[src/rtl/disp_src_sched.sv]
// ---------------------------------------------------------------------------
// disp_src_sched : display-source select scheduler (computer / auto-scan / switches)
// Rev 1.0
// ---------------------------------------------------------------------------
`default_nettype none

module disp_src_sched #(
  parameter int DWELL_TICKS = 1000,
  parameter int CW          = 16,
  parameter int DIRECT_SEL  = 10
) (
  input  logic        clk,
  input  logic        reset,
  input  logic        tick,
  input  logic [3:0]  sw_sel,
  input  logic        comp_req,
  input  logic [3:0]  comp_sel,
  input  logic [15:0] scan_mask,
  input  logic        btn_next,
  input  logic        btn_scan,
  output logic [3:0]  sel,
  output logic [1:0]  mode,
  output logic        direct,
  output logic        changed
);

  typedef enum logic [1:0] {
    MODE_MANUAL = 2'd0,
    MODE_SCAN   = 2'd1,
    MODE_COMP   = 2'd2
  } mode_e;

  localparam logic [CW-1:0] C_DWELL_LAST = CW'(DWELL_TICKS - 1);
  localparam logic [3:0]    C_DIRECT     = 4'(DIRECT_SEL);

  mode_e        mode_q, mode_d;
  logic [3:0]   sel_q, sel_d;
  logic [3:0]   saved_q, saved_d;
  logic [CW-1:0] cnt_q, cnt_d;
  logic         direct_q, changed_q;
  logic         scan_en_q, scan_en_d;
  logic         next_prev_q, scan_prev_q, armed_q;
  logic         pre_scan_q, pre_scan_d;
  logic         en_at_comp_q, en_at_comp_d;
  logic         w_next_edge, w_scan_edge, w_advance;

  // First set bit of m at or above s, wrapping 15 -> 0; s if m is empty.
  function automatic logic [3:0] find_from(input logic [15:0] m, input logic [3:0] s);
    logic [3:0] r;
    logic [3:0] idx;
    logic       found;
    r     = s;
    found = 1'b0;
    for (int i = 0; i < 16; i++) begin
      idx = s + 4'(i);
      if (!found && m[idx]) begin
        r     = idx;
        found = 1'b1;
      end
    end
    return r;
  endfunction

  // armed_q masks edges on the first clock after reset so a held button is ignored.
  assign w_next_edge = armed_q & btn_next & ~next_prev_q;
  assign w_scan_edge = armed_q & btn_scan & ~scan_prev_q;
  assign w_advance   = (tick && cnt_q == C_DWELL_LAST) || w_next_edge;

  always_comb begin
    scan_en_d    = scan_en_q ^ w_scan_edge;
    sel_d        = sel_q;
    saved_d      = saved_q;
    cnt_d        = cnt_q;
    pre_scan_d   = pre_scan_q;
    en_at_comp_d = en_at_comp_q;

    if (comp_req)                              mode_d = MODE_COMP;
    else if (scan_en_d && scan_mask != 16'h0)  mode_d = MODE_SCAN;
    else                                       mode_d = MODE_MANUAL;

    case (mode_d)
      MODE_COMP: begin
        sel_d = comp_sel;
        if (mode_q != MODE_COMP) begin
          pre_scan_d   = (mode_q == MODE_SCAN);
          en_at_comp_d = scan_en_q;
        end
      end
      MODE_SCAN: begin
        if (mode_q == MODE_MANUAL) begin
          sel_d = find_from(scan_mask, sel_q);
          cnt_d = '0;
        end else if (mode_q == MODE_COMP) begin
          // Resume the frozen position unless scan was re-enabled while in COMP.
          if (pre_scan_q && (scan_en_q == en_at_comp_q))
            sel_d = find_from(scan_mask, saved_q);
          else
            sel_d = find_from(scan_mask, sel_q);
          cnt_d = '0;
        end else if (!scan_mask[sel_q]) begin
          sel_d = find_from(scan_mask, sel_q);
          cnt_d = '0;
        end else if (w_advance) begin
          sel_d = find_from(scan_mask, sel_q + 4'd1);
          cnt_d = '0;
        end else if (tick) begin
          cnt_d = cnt_q + CW'(1);
        end
        saved_d = sel_d;
      end
      default: begin
        sel_d = sw_sel;
        cnt_d = '0;
      end
    endcase
  end

  always_ff @(posedge clk or posedge reset) begin
    if (reset) begin
      mode_q       <= MODE_MANUAL;
      sel_q        <= 4'd0;
      saved_q      <= 4'd0;
      cnt_q        <= '0;
      direct_q     <= 1'b0;
      changed_q    <= 1'b0;
      scan_en_q    <= 1'b0;
      next_prev_q  <= 1'b0;
      scan_prev_q  <= 1'b0;
      armed_q      <= 1'b0;
      pre_scan_q   <= 1'b0;
      en_at_comp_q <= 1'b0;
    end else begin
      mode_q       <= mode_d;
      sel_q        <= sel_d;
      saved_q      <= saved_d;
      cnt_q        <= cnt_d;
      direct_q     <= (sel_d == C_DIRECT);
      changed_q    <= (sel_d != sel_q);
      scan_en_q    <= scan_en_d;
      next_prev_q  <= btn_next;
      scan_prev_q  <= btn_scan;
      armed_q      <= 1'b1;
      pre_scan_q   <= pre_scan_d;
      en_at_comp_q <= en_at_comp_d;
    end
  end

  assign sel     = sel_q;
  assign mode    = mode_q;
  assign direct  = direct_q;
  assign changed = changed_q;

endmodule

`default_nettype wire

[config.mk]
export PLATFORM = sky130hd
export DESIGN_NAME = disp_src_sched
export DESIGN_NICKNAME = d
export VERILOG_FILES = /design/src/rtl/disp_src_sched.sv
export SDC_FILE = /design/constraint.sdc
export NUM_CORES = 1
export LEC_CHECK = 0
export BUFFER_PORTS_ARGS = -buffer_cell sky130_fd_sc_hd__buf_2
export CAP_MARGIN = 15
export CORE_ASPECT_RATIO = 1.25
export CORE_MARGIN = 4
export CORE_UTILIZATION = 65
export DETAILED_ROUTE_END_ITERATION = 7
export PLACE_DENSITY = 0.84
export SETUP_SLACK_MARGIN = 0.1
export SLEW_MARGIN = 25
export SYNTH_ARGS = -nofsm -noshare
export SYNTH_HDL_FRONTEND = slang
export SYNTH_SLANG_ARGS = --single-unit
[constraint.sdc]
create_clock -name clk -period 8.2 [get_ports clk]
set_input_delay 2.46 -clock clk [delete_from_list [all_inputs] [get_ports clk]]
set_output_delay 2.46 -clock clk [all_outputs]
set_load 0.005 [all_outputs]
# == Yosys cells after proc, flatten, opt, wreduce, memory -nomap -nowiden ==
# Index checks and enable logic that the tools add are counted.
# totals
register_bits,34
latch_bits,0
ramBits,0
mem_bits_ro,0
input_bits,30
out_inout_bits,8
wordCells,822
mem_count,0
# op_classes
n_addsub,46
multipliers,0
div_mod_pow,0
order_cmp,47
n_eq_ne,10
shifts,0
n_mux,541
bitwise_logic,8
n_reduce_logical,158
# ops
cell,count
1-bit two-way mux,406
4-bit two-way mux,80
"4-bit by 5-bit less-than comparator with 1-bit output, second input constant",47
1-bit binary-select mux with 4-bit select,47
"4-bit adder, second input constant",24
16-bit two-way mux,5
1-bit logical AND,78
1-bit zero test,75
"4-bit by 3-bit adder with 4-bit output, second input constant",12
16-bit case mux with 2 select lines,1
"4-bit by 2-bit adder with 4-bit output, second input constant",6
"16-bit by 1-bit adder with 16-bit output, second input constant",1
"16-bit by 10-bit equality test with 1-bit output, second input constant",1
16-bit nonzero test,1
"4-bit by 1-bit adder with 4-bit output, second input constant",3
4-bit case mux with 2 select lines,1
"6-bit != test, second input constant",1
1-bit AND,4
"2-bit by 1-bit equality test with 1-bit output, second input constant",2
"2-bit equality test, second input constant",2
"4-bit equality test, second input constant",1
4-bit != test,1
2-bit AND reduction,2
1-bit inverter,3
6 further kinds,6

# == Longest topological paths before layout ==
# logic_depth
depth_word,130
depth_mapped,24
depth_no_buf,15

# == Worst setup path before layout ==
# Ideal clock, no wire load.
# synth_timing
path_kind,in2reg
from,input port scan_mask[6]
to,"register changed_q, in the netlist changed"
setup_time_ns,0.124
arrival_ns,6.090
required_time_ns,8.076
setup_slack_ns,1.986
stages,11
n_path_buf,1
cell_sequence,clkbuf_1 > mux4_2 > mux4_2 > or4b_4 > or3_4 > or2_4 > o221a_1 > a311o_1 > a211o_1 > mux2i_1 > a211o_1
# synth_between
elab_chain_len,129
elab_cells_between_ends,690
classes_between,3 x eq/ne; 535 x mux; 152 x reduce/logical
# synth_lines
item,line,source
start: declaration,18,"input logic [15:0] scan_mask,"
1-bit binary-select mux with 4-bit select,56,if (!found && m[idx]) begin
1-bit two-way mux (not written as such),56,
1-bit two-way mux,56,
1-bit two-way mux,103,end else if (w_advance) begin
1-bit two-way mux,100,end else if (!scan_mask[sel_q]) begin
1-bit two-way mux,93,end else if (mode_q == MODE_COMP) begin
1-bit two-way mux,90,if (mode_q == MODE_MANUAL) begin
1-bit two-way mux,81,case (mode_d)
(+113 left out),--,
1-bit logical AND,56,
4-bit two-way mux,56,
4-bit two-way mux,103,
4-bit two-way mux,100,
4-bit two-way mux,93,
4-bit two-way mux,90,
4-bit case mux with 2 select lines (*),81,
4-bit != test (*),138,changed_q <= (sel_d != sel_q);
end signal: assignment,138,
end: declaration,40,"logic direct_q, changed_q;"
# Every way passes the cells marked *; elsewhere a longest branch is shown, timed or not. The select of a mux whose other input is x is not followed.
# A chain may end at the register's enable or synchronous reset.

# == Final worst setup path ==
# layout_timing
from,input port scan_mask[0]
to,"register changed_q, in the netlist changed"
# Same word-level chain as after synthesis.

==> impl_metrics.ini <==
[detailed_routing]
dr_total_vias = 8939
drt_iter0_markers = 1303
firstDrtPassIters = 6
antenna_left = 0
wl_per_cell_um = 24.2
routed_wl_um = 28600
drc_errors = 0
vias_per_cell = 7.56

[die]
die_width_um = 108
die_area_mm2 = 0.0144
start_util_pct = 66.7
core_area_mm2 = 0.0122
die_h_um = 133
io_pins = 38
std_cell_rows = 45

[synth]
synth_nets = 1080
ys.flop_type = dfrtp_1
synth_area_leader_cell = mux4_2
syn-cell-area_mm2 = 0.00814
yosysMostFrequentCell = nand2_1
synth-edff-count = 0
ys_top_cells_by_count = nand2_1, nor2_1, o21ai_0
synthCells = 1034
yosys-top-cells-area = mux4_2, dfrtp_1, mux2i_1
synth_seq_cells = 34
ys.warnings.count = 0
yosysUniqueCellTypes = 88
synthArstFlopShare_pct = 100
synth_top_area_share_pct = 16.9
avgSynthCellArea_um2 = 7.88
yosysSeqAreaShare_pct = 10.4

[clock_tree]
clock_latency_ns = 0.28
cts_buffer_depth = 2
clk_pin_slew_worst_paths_ns = 0.05
cts_tree = built
postCtsSetupBuffers = 0
cts_buffers = 5
cts_root_buffer = clkbuf_16
h-tree-depth = 2
cts_sinks = 34
cts_resized = 0
cts_hold_buf = 0

[placement]
dp_hpwl_um = 21400
place.gp.congestion = 1.03
pre_cts_ws_ns = 1.59
io_buffers = 37

[layout]
area_delta_synth_final_pct = 4.36
final_nets = 1063
drive_above_1_share_pct = 17.3

[timing]
period_share_pct = 78.7
setup_tns_ns = 0
final_hold_viol_count = 0
slew_headroom_pct = 32.0
clock_skew_ns = 0.00542
rsz0062_at_grt = no
period_minus_slack_ns = 6.45
clock.fmax_mhz = 155
fin_ws_ns = 1.75
tightest_slew_ns = 1.02
setup_violations = 0
slew_violations = 0

[run_status]
status = complete, no violations

[global_route]
grt_pass1_vias = 8271
grt_max_degree = 52
grt_use_total_pct = 39.6
antenna_found_initial = 0
grt_pass1_wl_um = 45600
grt.overflow.total = 0

[worst_setup_path]
cp.required_ns = 8.37
crit_path_end_kind = register
crit_fanout = 12
crit_type = in -> reg
startpoint_type = input port
critPathArrivalTime_ns = 6.62

[job]
drv_cap = 0

[min_path]
hold_path.class = reg -> reg
routing by layer:
metal / vias to the layer above / share of wire, % / global-route usage, %
met5: - / 0 / 0
met4: 0 / 6.1 / 20.5
met1: 4174 / 37 / 52.1
met3: 144 / 11 / 7.76
met2: 657 / 45 / 61.7
li1: 3964 / - / -
registers in the layout (all words and copies together), names as in the netlist:
register,count
armed_q,1
changed,1
cnt_q,16
direct,1
en_at_comp_q,1
mode,2
next_prev_q,1
pre_scan_q,1
saved_q,4
scan_en_q,1
scan_prev_q,1
sel,4
placed cells by master (no fill, tap or decap), drive strengths merged, types with 14 or more instances in the layout:
master and count:
xor2 14, xnor2 26, and3 14, dfrtp 34
mux4 61, a21oi 54, nand3 42, o21ai 84
nor2 85, a31oi 17, mux2 32, nor2b 16
inv 29, nor3 30, nand2 108, ha 16
a211oi 14, buf 49, and2 14, mux2i 50
cells by family (layout without fill, tap and decap cells):
| group | after synthesis | count (layout) | share of synthesized area, % |
|---|---|---|---|
| xor gates and xnor gates | 42 | 42 | 4.95 |
| adders and majority gates | 16 | 16 | 2.46 |
| buffers and inverters | 105 | 89 | 5.53 |
| DFF | 34 | 34 | 10.4 |
| muxes | 143 | 143 | 27.4 |
| and+or+nand+nor | 380 | 380 | 23.1 |
| AOI/OAI and AO/OA | 313 | 313 | 26.1 |
| other | 1 | 2 | 0.0460 |
final timing paths:
path / from / cells past startpoint / to / slack [ns]
max in group asynchronous: reset / 3 / sel[0]$_DFF_PP0_ / 5.61
hold / removal: cnt_q[15]$_DFFE_PP0P_ / 1 / cnt_q[15]$_DFFE_PP0P_ / 0.49
min in group asynchronous: reset / 3 / direct$_DFF_PP0_ / 2.27
setup reg to reg: sel[1]$_DFF_PP0_ / 16 / changed$_DFF_PP0_ / 2.18
setup / recovery: scan_mask[0] / 13 / changed$_DFF_PP0_ / 1.75
hold reg to reg: cnt_q[15]$_DFFE_PP0P_ / 1 / cnt_q[15]$_DFFE_PP0P_ / 0.49
metrics by stage:
stage,instances,instance area [µm²],util [%],hold slack [ns]
floorplan,1034,8140,-,0.446
global placement,1174,8300,67.9,0.471
detailed placement,1174,8300,67.9,0.476
CTS,1182,8490,69.5,0.490
global route,1182,8500,69.5,0.509
finish,1183,8500,69.6,0.487
area by class of cell:
| class | count | area (µm²) |
|---|---|---|
| inverters | 32 | 120 |
| well taps | 164 | 205 |
| diodes | 1 | 2.50 |
| fillers | 1050 | 3720 |
| flip-flops and latches | 34 | 852 |
| clock buffers | 6 | 139 |
| repair buffers | 49 | 275 |
| multi-input cells | 895 | 6850 |
| clock inverters | 2 | 60.1 |
critical path, cell delays in order:
cell and delay, ns:
buf_2 0.18, mux4_2 0.62, mux2i_1 0.39, mux2i_1 0.27
or3_1 0.50, or3_1 0.44, or2_1 0.31, nor4_1 0.37
a2111oi_0 0.13, a211o_1 0.37, a21oi_1 0.14, o221ai_1 0.14
a211o_1 0.30
Power is left out: the tool's default activity adds up to more than one toggle a clock period on the data nets, which glitch-free logic cannot reach.
